--- config.mk ---
export PLATFORM = sky130hd
export DESIGN_NAME = frame_rr_arbiter
export DESIGN_NICKNAME = d
export VERILOG_FILES = /design/src/rtl/frame_rr_arbiter.sv
export SDC_FILE = /design/constraint.sdc
export NUM_CORES = 2
export LEC_CHECK = 0
export ABC_AREA = 1
export BUFFER_PORTS_ARGS = -buffer_cell sky130_fd_sc_hd__buf_2
export CAP_MARGIN = 20
export CORE_AREA = 4 4 485 487
export DETAILED_ROUTE_END_ITERATION = 10
export DIE_AREA = 0 0 489 491
export PLACE_DENSITY_LB_ADDON = 0.15
export SLEW_MARGIN = 20
export SYNTH_ARGS = -nofsm -noshare
export SYNTH_HDL_FRONTEND = slang
export SYNTH_SLANG_ARGS = --single-unit
--- constraint.sdc ---
create_clock -name clk -period 9.7 [get_ports clk]
set_clock_uncertainty 0.2 [all_clocks]
set_input_delay 1.94 -clock clk [delete_from_list [all_inputs] [get_ports clk]]
set_output_delay 1.94 -clock clk [all_outputs]
set_load 0.005 [all_outputs]
--- src/rtl/frame_rr_arbiter.sv ---
// frame_rr_arbiter: two store-and-forward frame FIFOs (one per source port)
// merged onto a single valid/ready stream by a round-robin arbiter that
// grants whole frames. Frames that overflow a FIFO are dropped and counted.
module frame_rr_arbiter #(
  parameter int DATA_W = 64,
  parameter int DEPTH  = 16,
  parameter int CNT_W  = 16
) (
  input  logic              clk,
  input  logic              rst_n,
  input  logic              s0_valid,
  input  logic              s0_last,
  input  logic [DATA_W-1:0] s0_data,
  input  logic              s1_valid,
  input  logic              s1_last,
  input  logic [DATA_W-1:0] s1_data,
  output logic              m_valid,
  output logic              m_last,
  output logic [DATA_W-1:0] m_data,
  output logic              m_src,
  input  logic              m_ready,
  output logic [CNT_W-1:0]  drop_cnt0,
  output logic [CNT_W-1:0]  drop_cnt1,
  output logic              busy
);
  localparam int AW = $clog2(DEPTH);
  localparam int PW = AW + 1;

  typedef enum logic [1:0] {IDLE = 2'd0, SEND0 = 2'd1, SEND1 = 2'd2} state_t;

  // Each FIFO entry is {last, data}
  logic [DATA_W:0]   r_mem [2][DEPTH];
  logic [PW-1:0]     r_wr  [2];
  logic [PW-1:0]     r_cm  [2];
  logic [PW-1:0]     r_rd  [2];
  logic [1:0]        r_drop;
  logic [CNT_W-1:0]  r_cnt [2];
  state_t            r_state;
  logic              r_last_grant;

  state_t            w_next;
  logic [1:0]        w_s_valid;
  logic [1:0]        w_s_last;
  logic [DATA_W-1:0] w_s_data [2];
  logic [1:0]        w_full;
  logic [1:0]        w_acc;
  logic [1:0]        w_avail;
  logic [1:0]        w_rd_inc;
  logic [DATA_W:0]   w_rd_word [2];

  // Saturating increment for the drop counters
  function automatic logic [CNT_W-1:0] sat_inc(input logic [CNT_W-1:0] c);
    return (&c) ? c : c + CNT_W'(1);
  endfunction

  assign w_s_valid   = {s1_valid, s0_valid};
  assign w_s_last    = {s1_last, s0_last};
  assign w_s_data[0] = s0_data;
  assign w_s_data[1] = s1_data;
  assign drop_cnt0   = r_cnt[0];
  assign drop_cnt1   = r_cnt[1];

  // Per-port status: full uses the read pointer before this cycle's read,
  // so a word arriving on the same edge as a read is judged conservatively.
  always_comb begin
    w_full  = '0;
    w_acc   = '0;
    w_avail = '0;
    for (int k = 0; k < 2; k++) begin
      w_full[k]    = ((r_wr[k] - r_rd[k]) == PW'(DEPTH));
      w_acc[k]     = w_s_valid[k] && !r_drop[k] && !w_full[k];
      w_avail[k]   = (r_cm[k] != r_rd[k]);
      w_rd_word[k] = r_mem[k][r_rd[k][AW-1:0]];
    end
  end

  // FIFO storage: written only for accepted words; contents need no reset
  // because the pointers define what is valid.
  always_ff @(posedge clk) begin
    for (int k = 0; k < 2; k++) begin
      if (rst_n && w_acc[k]) begin
        r_mem[k][r_wr[k][AW-1:0]] <= {w_s_last[k], w_s_data[k]};
      end
    end
  end

  // Pointer, drop-mode and drop-counter update per port
  always_ff @(posedge clk) begin
    if (!rst_n) begin
      for (int k = 0; k < 2; k++) begin
        r_wr[k]  <= '0;
        r_cm[k]  <= '0;
        r_rd[k]  <= '0;
        r_cnt[k] <= '0;
      end
      r_drop <= '0;
    end else begin
      for (int k = 0; k < 2; k++) begin
        if (w_rd_inc[k]) begin
          r_rd[k] <= r_rd[k] + PW'(1);
        end
        if (w_s_valid[k]) begin
          if (r_drop[k]) begin
            // Discard the rest of an overflowed frame, through its last word
            if (w_s_last[k]) begin
              r_drop[k] <= 1'b0;
            end
          end else if (!w_full[k]) begin
            r_wr[k] <= r_wr[k] + PW'(1);
            if (w_s_last[k]) begin
              r_cm[k] <= r_wr[k] + PW'(1);
            end
          end else begin
            // Overflow: roll the partial frame back to the last commit point
            r_wr[k]  <= r_cm[k];
            r_cnt[k] <= sat_inc(r_cnt[k]);
            if (!w_s_last[k]) begin
              r_drop[k] <= 1'b1;
            end
          end
        end
      end
    end
  end

  // Arbiter state register and round-robin history
  always_ff @(posedge clk) begin
    if (!rst_n) begin
      r_state      <= IDLE;
      r_last_grant <= 1'b1;
    end else begin
      r_state <= w_next;
      if (m_valid && m_ready && m_last) begin
        r_last_grant <= m_src;
      end
    end
  end

  // Next-state: grant whole frames, alternating when both ports are ready
  always_comb begin
    w_next = r_state;
    case (r_state)
      IDLE: begin
        if (w_avail[0] && w_avail[1]) begin
          w_next = r_last_grant ? SEND0 : SEND1;
        end else if (w_avail[0]) begin
          w_next = SEND0;
        end else if (w_avail[1]) begin
          w_next = SEND1;
        end
      end
      SEND0: if (m_ready && w_rd_word[0][DATA_W]) w_next = IDLE;
      SEND1: if (m_ready && w_rd_word[1][DATA_W]) w_next = IDLE;
      default: w_next = IDLE;
    endcase
  end

  // Outputs: present the head word of the granted FIFO
  always_comb begin
    m_valid  = 1'b0;
    m_last   = 1'b0;
    m_data   = '0;
    m_src    = 1'b0;
    w_rd_inc = '0;
    case (r_state)
      SEND0: begin
        m_valid     = 1'b1;
        {m_last, m_data} = w_rd_word[0];
        w_rd_inc[0] = m_ready;
      end
      SEND1: begin
        m_valid     = 1'b1;
        {m_last, m_data} = w_rd_word[1];
        m_src       = 1'b1;
        w_rd_inc[1] = m_ready;
      end
      default: ;
    endcase
    busy = (r_state != IDLE) || (|w_avail);
  end

endmodule
==> results.sh <==
export IMPL_cpPeakStageDelay_ns=0.73
export IMPL_clkLatencyLatePin_ns=0.85
export IMPL_routed_wirelength_um=257000
export IMPL_synthDistinctLibCells=40
export IMPL_cts_hold_buf=0
export IMPL_power_density_nw_per_um2=234.5
export IMPL_final_common_cell="edfxtp_1"
export IMPL_yosys_most_used_dff="edfxtp_1"
export IMPL_critical_path_class="register to primary output"
export IMPL_ios=235
export IMPL_synth_seq_cells=2147
export IMPL_cp_slowest_cell="buf_4"
export IMPL_dieArea_um2=240100
export IMPL_fin_util=0.4165
export IMPL_vias=53602
export IMPL_num_rows=177
export IMPL_synth_area_per_cell_um2=13.27
export IMPL_clockRootBuffer="clkbuf_16"
export IMPL_clk_path_buf_depth=3
export IMPL_synth_nets=6573
export IMPL_final_cell_mix="2142 x edfxtp_1, 1111 x nor2_1, 978 x o21ai_0"
export IMPL_worst_ep_required_time_ns=7.56
export IMPL_min_path_cells=2
export IMPL_clkTransAtPathRegs_ns=0.06
export IMPL_core_area_um2=231400
export IMPL_postCtsSetupRepairBufs=0
export IMPL_drv_slew=0
export IMPL_r2r_start="r_rd[0][1]$_SDFFCE_PN0P_"
export IMPL_firstDrtPassIters=5
export IMPL_post_cts_resized=0
export IMPL_hold_viol=0
export IMPL_nNetsFinal=6695
export IMPL_reg2regPathDepth=13
export IMPL_synth_edf_count=2142
export IMPL_die_h_um=491
export IMPL_crit_family="buffers and inverters"
export IMPL_synthCells=6415
export IMPL_io_buffer_count=234
export IMPL_grt_pass1_vias=51441
export IMPL_whs_endpoint="r_last_grant$_SDFFE_PN1P_"
export IMPL_reg2reg_slack_ns=3.55
export IMPL_grt_ovfl_total=0
export IMPL_leakage_nw=30.95
export IMPL_viasPerCell=5.472
export IMPL_antenna_found_initial=64
export IMPL_ant_nets=0
export IMPL_r2r_end="r_mem[0][850]$_DFFE_PP_"
export IMPL_hold_path_startpoint="r_last_grant$_SDFFE_PN1P_"
export IMPL_grt_use_total=0.2090
export IMPL_cts_buffers=222
export IMPL_peakVddDrop_mv=0.1550
export IMPL_synthArstFlopShare=0
export IMPL_stdcell_count=9795
export IMPL_die_w_um=489
export IMPL_slew_headroom=0.2441
export IMPL_grt_max_degree=237
export IMPL_setup_viol=0
export IMPL_drtIter0Drc=5093
export IMPL_place_inst=9355
export IMPL_syn_area_um2=85110
export IMPL_min_path_type="register to register"
export IMPL_tns_ns=0
export IMPL_start_util=0.3678
export IMPL_h_tree_depth=4
export IMPL_cp_common_cell="buf_4"
export IMPL_grt_pass1_wl_um=369600
export IMPL_drive_gt1_frac=0.1060
export IMPL_gp_congestion=0.8024
export IMPL_grt_setup_unrepaired="no"
export IMPL_post_route_period_util=0.7328
export IMPL_critPathArrivalTime_ns=4.97
export IMPL_fin_hold_ws_ns=0.2497
export IMPL_drc_errors=0
export IMPL_cts_tree="done"
export IMPL_dp_hpwl_um=134100
export IMPL_start_kind="register"
export IMPL_crit_path_cell_trace="buf_4 > inv_16 > buf_4 > o21ai_0 > o22ai_1 > o211ai_1 > nand3_1 > nand2_1 > a21oi_1 > buf_2"
export IMPL_yosys_warnings=0
export IMPL_crit_path_end_kind="primary output"
export IMPL_cts_sinks=2147
export IMPL_path_buf_inv=4
export IMPL_status="complete, no violations"
export IMPL_area_delta_synth_final_pct=13.25
export IMPL_clock_fmax_mhz=140.7
export IMPL_tightest_slew_ns=1.134
export IMPL_wire_per_inst_um=26.24
export IMPL_final_min_clock_period_ns=7.108
export IMPL_critPathMaxFanout=183
export IMPL_synth_seq_area_share=0.7569
export IMPL_cap_violations=0
==> kinds of logic after synthesis <==
kind of cell             share of synthesized area
AND/OR/NAND/NOR                            0.09273
flip-flops                                  0.7569
buffers and inverters                      0.02842
AO/OA/AOI/OAI                               0.1145
adder cells (fa/ha/maj)                   0.003381
XOR/XNOR                                  0.004013
==> worst reg2reg max path, delay by kind of cell, from the launching register on <==
family	cells	cell delay (ns)
compound gates	2	0.28
simple gates	5	1.72
buf+inv	5	2.78
fa+ha+maj	1	0.38
flops	1	0.41
==> stage by stage <==
stage	instance area (µm²)	total power [mW]	setup slack (ns)
after floorplan	85110	13.03	1.740
after global placement	89320	14.56	3.437
after detailed placement	89360	14.59	3.438
after CTS	96290	22.81	2.489
after global routing	96350	23.52	2.360
final	96390	22.60	2.592
==> layout make-up <==
class	count	area [µm²]
multi-input cells	3728	18540
well taps	3043	3807
fillers	21340	135000
clock inverters	114	1003
repair buffers	344	2217
flip-flops and latches	2147	64420
inverters	94	410.4
clock buffers	299	5927
diodes	26	65.06
==> sequential cells by signal, indices dropped and copies added (netlist names) <==
| register | flops |
|---|---|
| r_drop | 2 |
| r_cm | 10 |
| r_cnt | 32 |
| r_rd | 10 |
| r_mem | 2080 |
| r_last_grant | 1 |
| r_wr | 10 |
| r_state | 2 |
==> Yosys cell counts (2+ instances only) <==
library cell	number	area [µm²]
xor2_1	23	201.4
nor3_2	2	20.02
o21ai_1	58	290.3
a21boi_0	7	52.55
clkbuf_1	300	1126
a21oi_1	83	415.4
inv_1	86	322.8
o22ai_1	290	1814
o31ai_1	2	15.01
xnor2_1	16	140.1
inv_2	5	18.77
nor2_2	3	18.77
buf_4	46	345.3
nand4_1	11	68.82
o211ai_1	68	510.5
o21a_1	2	15.01
nand3_1	274	1371
buf_1	13	48.80
buf_2	70	350.3
buf_6	17	191.4
o21ai_0	978	4895
ha_1	23	287.8
or2_2	7	43.79
nand2_1	528	1982
a21oi_2	8	70.07
nor3_1	18	90.09
nand2_2	3	18.77
nor2_1	1130	4242
dfxtp_1	5	100.1
edfxtp_1	2142	64320
o221ai_1	188	1647
==> layer usage <==
layer | up-vias | global-route usage | part of all wire
met2 | 1542 | 0.3431 | 0.48
met1 | 27390 | 0.2795 | 0.43
met4 | 28 | 0.07652 | 0.035
met3 | 429 | 0.03486 | 0.053
li1 | 24213 | - | -
met5 | - | 0 | 0.00072
==> power breakdown <==
| part | switching (mW) | internal [mW] | leakage, nW |
|---|---|---|---|
| logic | 2.86 | 0.948 | 8.16 |
| registers | 0.0993 | 10.5 | 19.4 |
| clock network | 3.54 | 4.67 | 3.36 |
| total | 6.50 | 16.1 | 31.0 |
==> how the worst max path moves through the flow <==
stage                             start                  endpoint  depth (start not counted)
2_1_floorplan                     rst_n  r_mem[0][1820]$_DFFE_PP_                          6
3_3_place_gp   r_rd[0][5]$_SDFFCE_PN0P_                m_data[13]                         10
3_5_place_dp   r_rd[0][5]$_SDFFCE_PN0P_                m_data[13]                         10
4_1_cts        r_rd[0][5]$_SDFFCE_PN0P_                m_data[13]                         10
5_1_grt        r_rd[0][5]$_SDFFCE_PN0P_                m_data[13]                         10
6_report       r_rd[0][5]$_SDFFCE_PN0P_                m_data[13]                         10
No activity file was read; power rests on OpenSTA's default activity.
